[src/rtl/multi_clk_divider.sv]
// N-channel programmable clock divider producing 50% square outputs plus rise/fall
// enable ticks, with run-time threshold reload, per-channel gating and phase-align restart.
`timescale 1ns/1ps
module multi_clk_divider #(
    parameter int unsigned      NUM_CH      = 4,
    parameter int unsigned      CNT_W       = 24,
    parameter logic [CNT_W-1:0] DEFAULT_DIV = CNT_W'(100)
) (
    input  logic                    clk,
    input  logic                    rst_n,
    input  logic [NUM_CH-1:0]       ch_enable,
    input  logic [NUM_CH*CNT_W-1:0] div_threshold,
    input  logic                    load,
    input  logic                    sync_restart,
    output logic [NUM_CH-1:0]       clk_out,
    output logic [NUM_CH-1:0]       rise_tick,
    output logic [NUM_CH-1:0]       fall_tick,
    output logic [NUM_CH-1:0]       update_pending
);

    typedef enum logic [1:0] {
        ST_IDLE,
        ST_RUN,
        ST_STOP
    } ch_state_e;

    ch_state_e        state_q [NUM_CH];
    ch_state_e        state_d [NUM_CH];
    logic [CNT_W-1:0] cnt_q   [NUM_CH];
    logic [CNT_W-1:0] cnt_d   [NUM_CH];
    logic [CNT_W-1:0] thr_q   [NUM_CH];
    logic [CNT_W-1:0] thr_d   [NUM_CH];
    logic [CNT_W-1:0] pend_q  [NUM_CH];
    logic [CNT_W-1:0] pend_d  [NUM_CH];

    logic [NUM_CH-1:0] out_q, out_d;
    logic [NUM_CH-1:0] rise_q, rise_d;
    logic [NUM_CH-1:0] fall_q, fall_d;
    logic [NUM_CH-1:0] upd_q, upd_d;

    logic [CNT_W-1:0] slice;
    logic             run;
    logic             wrap;

    always_ff @(posedge clk or negedge rst_n) begin
        if (!rst_n) begin
            for (int unsigned i = 0; i < NUM_CH; i++) begin
                state_q[i] <= ST_IDLE;
                cnt_q[i]   <= '0;
                thr_q[i]   <= DEFAULT_DIV;
                pend_q[i]  <= '0;
            end
            out_q  <= '0;
            rise_q <= '0;
            fall_q <= '0;
            upd_q  <= '0;
        end else begin
            for (int unsigned i = 0; i < NUM_CH; i++) begin
                state_q[i] <= state_d[i];
                cnt_q[i]   <= cnt_d[i];
                thr_q[i]   <= thr_d[i];
                pend_q[i]  <= pend_d[i];
            end
            out_q  <= out_d;
            rise_q <= rise_d;
            fall_q <= fall_d;
            upd_q  <= upd_d;
        end
    end

    always_comb begin
        slice = '0;
        run   = 1'b0;
        wrap  = 1'b0;
        out_d = out_q;
        upd_d = upd_q;
        for (int unsigned i = 0; i < NUM_CH; i++) begin
            slice      = div_threshold[i*CNT_W +: CNT_W];
            state_d[i] = state_q[i];
            cnt_d[i]   = cnt_q[i];
            thr_d[i]   = thr_q[i];
            pend_d[i]  = pend_q[i];
            // A stopping channel keeps counting so its high phase finishes at full length.
            run  = ch_enable[i] || (state_q[i] == ST_STOP) || (state_q[i] == ST_RUN && out_q[i]);
            wrap = run && (cnt_q[i] == thr_q[i]);

            if (load) begin
                pend_d[i] = slice;
                upd_d[i]  = 1'b1;
            end

            if (sync_restart) begin
                cnt_d[i] = '0;
                out_d[i] = 1'b0;
                upd_d[i] = 1'b0;
                if (load)          thr_d[i] = slice;
                else if (upd_q[i]) thr_d[i] = pend_q[i];
                state_d[i] = ch_enable[i] ? ST_RUN : ST_IDLE;
            end else begin
                if (wrap) begin
                    cnt_d[i] = '0;
                    out_d[i] = ~out_q[i];
                    if (load) begin
                        thr_d[i] = slice;
                        upd_d[i] = 1'b0;
                    end else if (upd_q[i]) begin
                        thr_d[i] = pend_q[i];
                        upd_d[i] = 1'b0;
                    end
                end else if (run) begin
                    cnt_d[i] = cnt_q[i] + CNT_W'(1);
                end else begin
                    cnt_d[i] = '0;
                    if (!load && upd_q[i]) begin
                        thr_d[i] = pend_q[i];
                        upd_d[i] = 1'b0;
                    end
                end

                unique case (state_q[i])
                    ST_IDLE: if (ch_enable[i]) state_d[i] = ST_RUN;
                    // Disabling on the falling wrap itself leaves nothing to finish.
                    ST_RUN:  if (!ch_enable[i]) state_d[i] = (out_q[i] && !wrap) ? ST_STOP : ST_IDLE;
                    ST_STOP: begin
                        if (ch_enable[i])  state_d[i] = ST_RUN;
                        else if (wrap)     state_d[i] = ST_IDLE;
                    end
                    default: state_d[i] = ST_IDLE;
                endcase
            end
        end
        rise_d = out_d & ~out_q;
        fall_d = ~out_d & out_q;
    end

    always_comb begin
        clk_out        = out_q;
        rise_tick      = rise_q;
        fall_tick      = fall_q;
        update_pending = upd_q;
    end

endmodule

[config.mk]
export PLATFORM = sky130hd
export DESIGN_NAME = multi_clk_divider
export DESIGN_NICKNAME = d
export VERILOG_FILES = /design/src/rtl/multi_clk_divider.sv
export SDC_FILE = /design/constraint.sdc
export NUM_CORES = 1
export LEC_CHECK = 0
export ABC_AREA = 1
export CAP_MARGIN = 20
export CELL_PAD_IN_SITES_DETAIL_PLACEMENT = 2
export CELL_PAD_IN_SITES_GLOBAL_PLACEMENT = 2
export CORE_UTILIZATION = 35
export DETAILED_ROUTE_END_ITERATION = 12
export PLACE_DENSITY_LB_ADDON = 0.08
export SYNTH_ARGS = -nofsm -noshare
export SYNTH_HDL_FRONTEND = slang
export SYNTH_SLANG_ARGS = --single-unit
[constraint.sdc]
create_clock -name clk -period 2.2 [get_ports clk]
set_input_delay 0.33 -clock clk [delete_from_list [all_inputs] [get_ports clk]]
set_output_delay 0.33 -clock clk [all_outputs]
set_load 0.1 [all_outputs]
# == Word-level counts from Yosys, hierarchy flattened ==
# Cells that the tools add are included.
# word_totals
register_bits,312
inputBits,104
output_inout_bits,16
elab_cells,209
# classes
n_addsub,4
n_eq_ne,28
mux,104
bitwise_logic,8
n_reduce_logical,45
# op_table
cell,count
24-bit two-way mux,36
24-bit by 1-bit adder with 24-bit output (second input constant),4
24-bit equality test,4
2-bit two-way mux,24
1-bit two-way mux,40
3-bit != test (second input constant),8
2-bit case mux with 3 select lines,4
1-bit logical AND,16
3-bit by 2-bit != test with 1-bit output (second input constant),4
4-bit by 3-bit != test with 1-bit output (second input constant),3
3-bit AND reduction,4
3-bit nonzero test,4
4-bit bitwise AND,2
2-bit by 1-bit equality test with 1-bit output (second input constant),4
2-bit equality test (second input constant),4
2-bit zero test,4
1-bit logical OR,8
4-bit NOT,2
2-bit AND reduction,4
1-bit zero test,5
4-bit != test (second input constant),1
1-bit NOT,4

# == Depth between registers and ports, before layout ==
# depth
depth_word,10
depth_mapped,15

# == Worst setup path after synthesis ==
# OpenSTA, ideal clock, no wires.
# synth_timing
path_kind,reg-to-reg
start,register out_q[1] (netlist: clk_out[1])
end,register fall_q[1] (netlist: fall_tick[1])
t_arrival_ns,2.272
required_ns,2.080
setup_slack_ns,-0.192
path_stages_with_launch,10
n_path_buf,1
synth_period_minus_slack_ns,2.392
cell_sequence,dfrtp_1 > nand3_1 > nand2_2 > nand3_1 > nor2_2 > nand2_4 > buf_2 > ha_1 > nor2_1 > nor2_1
# synth_between
elab_chain_cells,7
elab_cells_between_ends,8
# synth_lines
item,line_no,text
start: declaration,36,"logic [NUM_CH-1:0] out_q, out_d;"
start signal: assignment,64,out_q <= out_d;
1-bit logical AND,84,run = ch_enable[i] || (state_q[i] == ST_STOP) || (state_q[i] == ST_RUN && out_q[i]);
1-bit logical OR,84,
1-bit logical AND,85,wrap = run && (cnt_q[i] == thr_q[i]);
1-bit two-way mux *,100,if (wrap) begin
1-bit two-way mux *,92,if (sync_restart) begin
named net out_d[1],36,
4-bit NOT *,133,fall_d = ~out_d & out_q;
4-bit bitwise AND *,133,
named net fall_d[1],38,"logic [NUM_CH-1:0] fall_q, fall_d;"
end signal: assignment,66,fall_q <= fall_d;
end: declaration,38,
# The timed path passes the listed nets; every way through them passes the cells marked *.
# A chain may end at the register's enable or synchronous reset.

==> run summary <==
The proportion of register bits with asynchronous set or reset after synthesis is 100%. Sorting the synthesized cells by area gives the leading types as sky130_fd_sc_hd__dfrtp_1 (39%), sky130_fd_sc_hd__nand2_1 (13%), sky130_fd_sc_hd__inv_1 (8.2%). At the worst endpoint, the arrival time is approximately 2.5 ns. The data required time at the worst endpoint came out at 2.64 ns. Including well taps, the total number of placed cells is between 3,000 and 4,000. The core region is 54,000 um^2. The kind of start point of the critical path is a flip-flop. The combined global-route utilization of all metal layers came out at a little over a quarter.

The slew at the pin closest to its max-slew limit is about 0.62 ns. The maximum clock path buffer count came out at 3. The worst setup slack before clock tree synthesis is 0.0413 ns. The run finished with clean final reports. The signal on the critical path passes through inv_1, nand2_1, nand4_1, buf_4, nor2_1, nand2_1, nor2_2, nand2_4, nand3_2, buf_6, nor2_1. The number of hold-slack violations in the final timing report came out at 0. The die area came out at 55,800 um^2. The CTS clock-pin slew for the worst setup and hold paths is approximately 0.060 ns.

The post-synthesis cell type with the largest combined area is sky130_fd_sc_hd__dfrtp_1. The remaining antenna violation count after routing is 0. In this run the mean area of a mapped cell was approximately 7.0 um^2. The register area share after synthesis came out at approximately 41%. After detailed routing, the met3 layer carries about 1.7 mm of wire. Derived from the worst setup path, the maximum achievable clock frequency is about 480 MHz. The worst setup path is captured at a flip-flop. The longest individual stage delay on the worst path came out at roughly 0.54 ns. The HPWL after detailed placement is roughly 53 mm. The weighted congestion reported at the end of routability-driven placement came out at approximately 0.9. The number of buffers and inverters on the critical path is 3. The type of the tightest min-delay check is in2reg. The number of nets in the layout is between 2,000 and 3,000. The vertical die dimension came out at approximately 240 um.

The number of synthesized register bits came out at between 300 and 400. IR analysis of the VDD net gives a maximum drop of between 0.0004 and 0.0005 V. The ratio of routed vias to standard cells is 5.22. Setup violations remaining at the end of the flow were counted as 0.

The detailed-routed wire length on met2 came out at about 36 mm. The number of antenna diodes in the final layout is 0. Grouping stages by cell kind, the critical path spends the most delay in simple AND/OR/NAND/NOR gates. The number of placement rows came out at 85.

Summed over all cells, the static leakage comes to roughly 11 nW. Setup total negative slack on the finished layout was measured at 0 ns. The via count of the first global-routing pass came out at between 20,000 and 25,000.

The layout-stage area growth over the synthesis result came out at 19.7%. The final max-slew violation count was 0. The startpoint identified for the worst register-to-register timing path is thr_q[30]. The total iterations of the first detailed-routing run came out at 4. Once placement finished, the instance area stood at about 22,000 um^2. The instance count of the mapped netlist is between 2,000 and 3,000. The biggest fanout along the worst timing path came out at 21. In the routed design, unresolved DRC markers number 0. The setup slack of the most critical reg-to-reg path is 0.10 ns. The global route total overflow is 0. The non-filler instance count after layout is 3,593. Summing over every cut layer, the via total after detailed routing is about 19,000. The worst clock skew came out at roughly 0.024 ns. The TritonCTS buffer count came out at 41. The most used flip-flop cell after synthesis is sky130_fd_sc_hd__dfrtp_1.

The cell sitting at the root of the clock tree is a sky130_fd_sc_hd__clkbuf_16. The share of final-layout standard cells stronger than drive strength 1 is roughly a tenth. After layout, the minimum clock period comes to approximately 2.1 ns.

The number of sinks driven by the clock tree is around 310. The final non-filler cell area is ~23,000 um^2. By instance count, the leading cell after synthesis is sky130_fd_sc_hd__nand2_1. Wires add up to ~70 mm. The worst-case headroom to the max-slew limit is between 50 and 60%. From left edge to right edge, the die measures 236 um. The number of warning messages in the yosys log came out at 0. The post-detailed-route wirelength per cell is 20.1 um. The share of the cycle needed by the critical path after routing is between 90 and 100%. After filler insertion, the fill cell instance count of the layout stands at between 6,000 and 7,000. The distinct cell type count after synthesis is 43. The critical path is of the reg2reg type. The synthesized area came out at ~19,000 um^2.

In this run the number of H-tree levels came out at 2. The initial antenna violation count came out at 0. The first global-routing pass estimated 117 mm of wire. The most critical setup path has its startpoint at thr_q[30]. The worst hold path begins at load. When the netlist entered floorplanning its net count stood at 2,840. The clock tree from TritonCTS is yes. The number of top-level pins came out at 120. Setup repair after global routing left no endpoint under its margin.

Sorting the synthesized cells by how often they occur yields sky130_fd_sc_hd__nand2_1 (674), sky130_fd_sc_hd__inv_1 (422), sky130_fd_sc_hd__dfrtp_1 (300), sky130_fd_sc_hd__nor2_1 (300), sky130_fd_sc_hd__o21ai_0 (259). The largest individual stage delay along the critical path comes from the cell sky130_fd_sc_hd__dfstp_2. Routed signal wires occupy layers up through met4. The number of violations reported at the end of detailed-routing iteration 0 is 700. The power density of the placed cells came out at around 690 nW/um^2. The number of buffers inserted by port buffering is ~120. For this block, wires on met1 add up to 33.0 mm. The max-capacitance violation count came out at 0. The clock latency on the worst-skew pair is approximately 0.58 ns. The smallest setup slack after layout came out at around 0.10 ns. For this configuration, the core starts out at a cell density of between 30% and 40%. Of the post-synthesis cell area, the dominant cell type holds between 30 and 40%. The count of flip-flops with a built-in enable after synthesis is 0. Cells fill a little over two fifths of the core in the end. The largest net degree at the start of global routing came out at a little over 60.
cells by family (layout without fill, tap and decap cells):
kind of cell               after synthesis  in the layout  synth area share [%]
DFF                                    312            312                  40.7
AOI/OAI and AO/OA                      407            407                  11.7
buffers and inverters                  554            722                  11.9
xor gates and xnor gates               100            100                  4.64
adders and majority gates                8              8                 0.521
and+or+nand+nor                       1347           1348                  30.6
registers in the layout (all words and copies together), names as in the netlist:
name / flops
clk_out: 4
cnt_q: 96
fall_tick: 4
pend_q: 96
rise_tick: 4
state_q: 8
thr_q: 96
update_pending: 4
power by group:
part           internal (mW)  switching [mW]
Combinational           1.04            1.60
Sequential              6.18           0.409
Clock                   3.91            2.80
layout make-up:
| cell class | count | area [um^2] | share of cell area [%] |
|---|---|---|---|
| clock buffer | 63 | 1250 | 5.44 |
| clock inverter | 11 | 67.6 | 0.294 |
| inverter | 438 | 1650 | 7.15 |
| multi-input combinational | 1863 | 9170 | 39.9 |
| sequential | 312 | 7830 | 34.0 |
| tap | 696 | 871 | 3.79 |
| timing repair buffer | 210 | 2160 | 9.41 |
stage by stage:
stage | hold slack, ns | power (mW)
after CTS | 0.117 | 16.2
final | 0.144 | 15.9
after floorplan | 0.0344 | 8.14
after global routing | 0.140 | 16.7
after detailed placement | 0.315 | 9.32
after global placement | 0.316 | 9.15
per-layer routing:
metal  track usage, %  vias up
met5                0        -
met1             34.1     9567
met3             2.53       86
li1                 -     8863
met4             6.53        0
met2             46.3      222
cell usage in the layout, fill, tap and decap left out, drive strengths merged, types with 2 or more instances in the layout:
master,netlist,routed
clkdlybuf4s50,0,101
nand3b,26,26
and2,2,2
dfrtp,300,300
o21ai,284,284
nand4,80,80
or2,29,29
nor4,13,13
xnor2,34,34
xor2,66,66
nor2b,2,2
o21a,72,72
nor2,310,310
a21oi,34,34
clkinvlp,0,2
dfstp,12,12
inv,437,438
buf,66,108
clkbuf,50,63
a31oi,8,8
ha,8,8
clkinv,1,9
o22ai,3,3
o2111ai,3,3
nand3,126,126
nand2,686,687
nor3,72,72
what timing repair did:
action / 4_1_cts / 5_1_grt
gates resized for setup: 0 / 9
hold buffers: 1 / 0
setup buffers: 0 / 0
endpoints found under the hold margin: 37 / 0
setup endpoints to repair: 0 / 33
final timing paths:
check	depth (start not counted)	to
setup / recovery	11	cnt_q[29]
hold / removal	2	pend_q[75]
setup reg to reg	11	cnt_q[29]
hold reg to reg	2	pend_q[3]
max in group asynchronous	3	thr_q[6]
min in group asynchronous	2	thr_q[52]
Note: power is estimated with default switching activity, not from simulation.
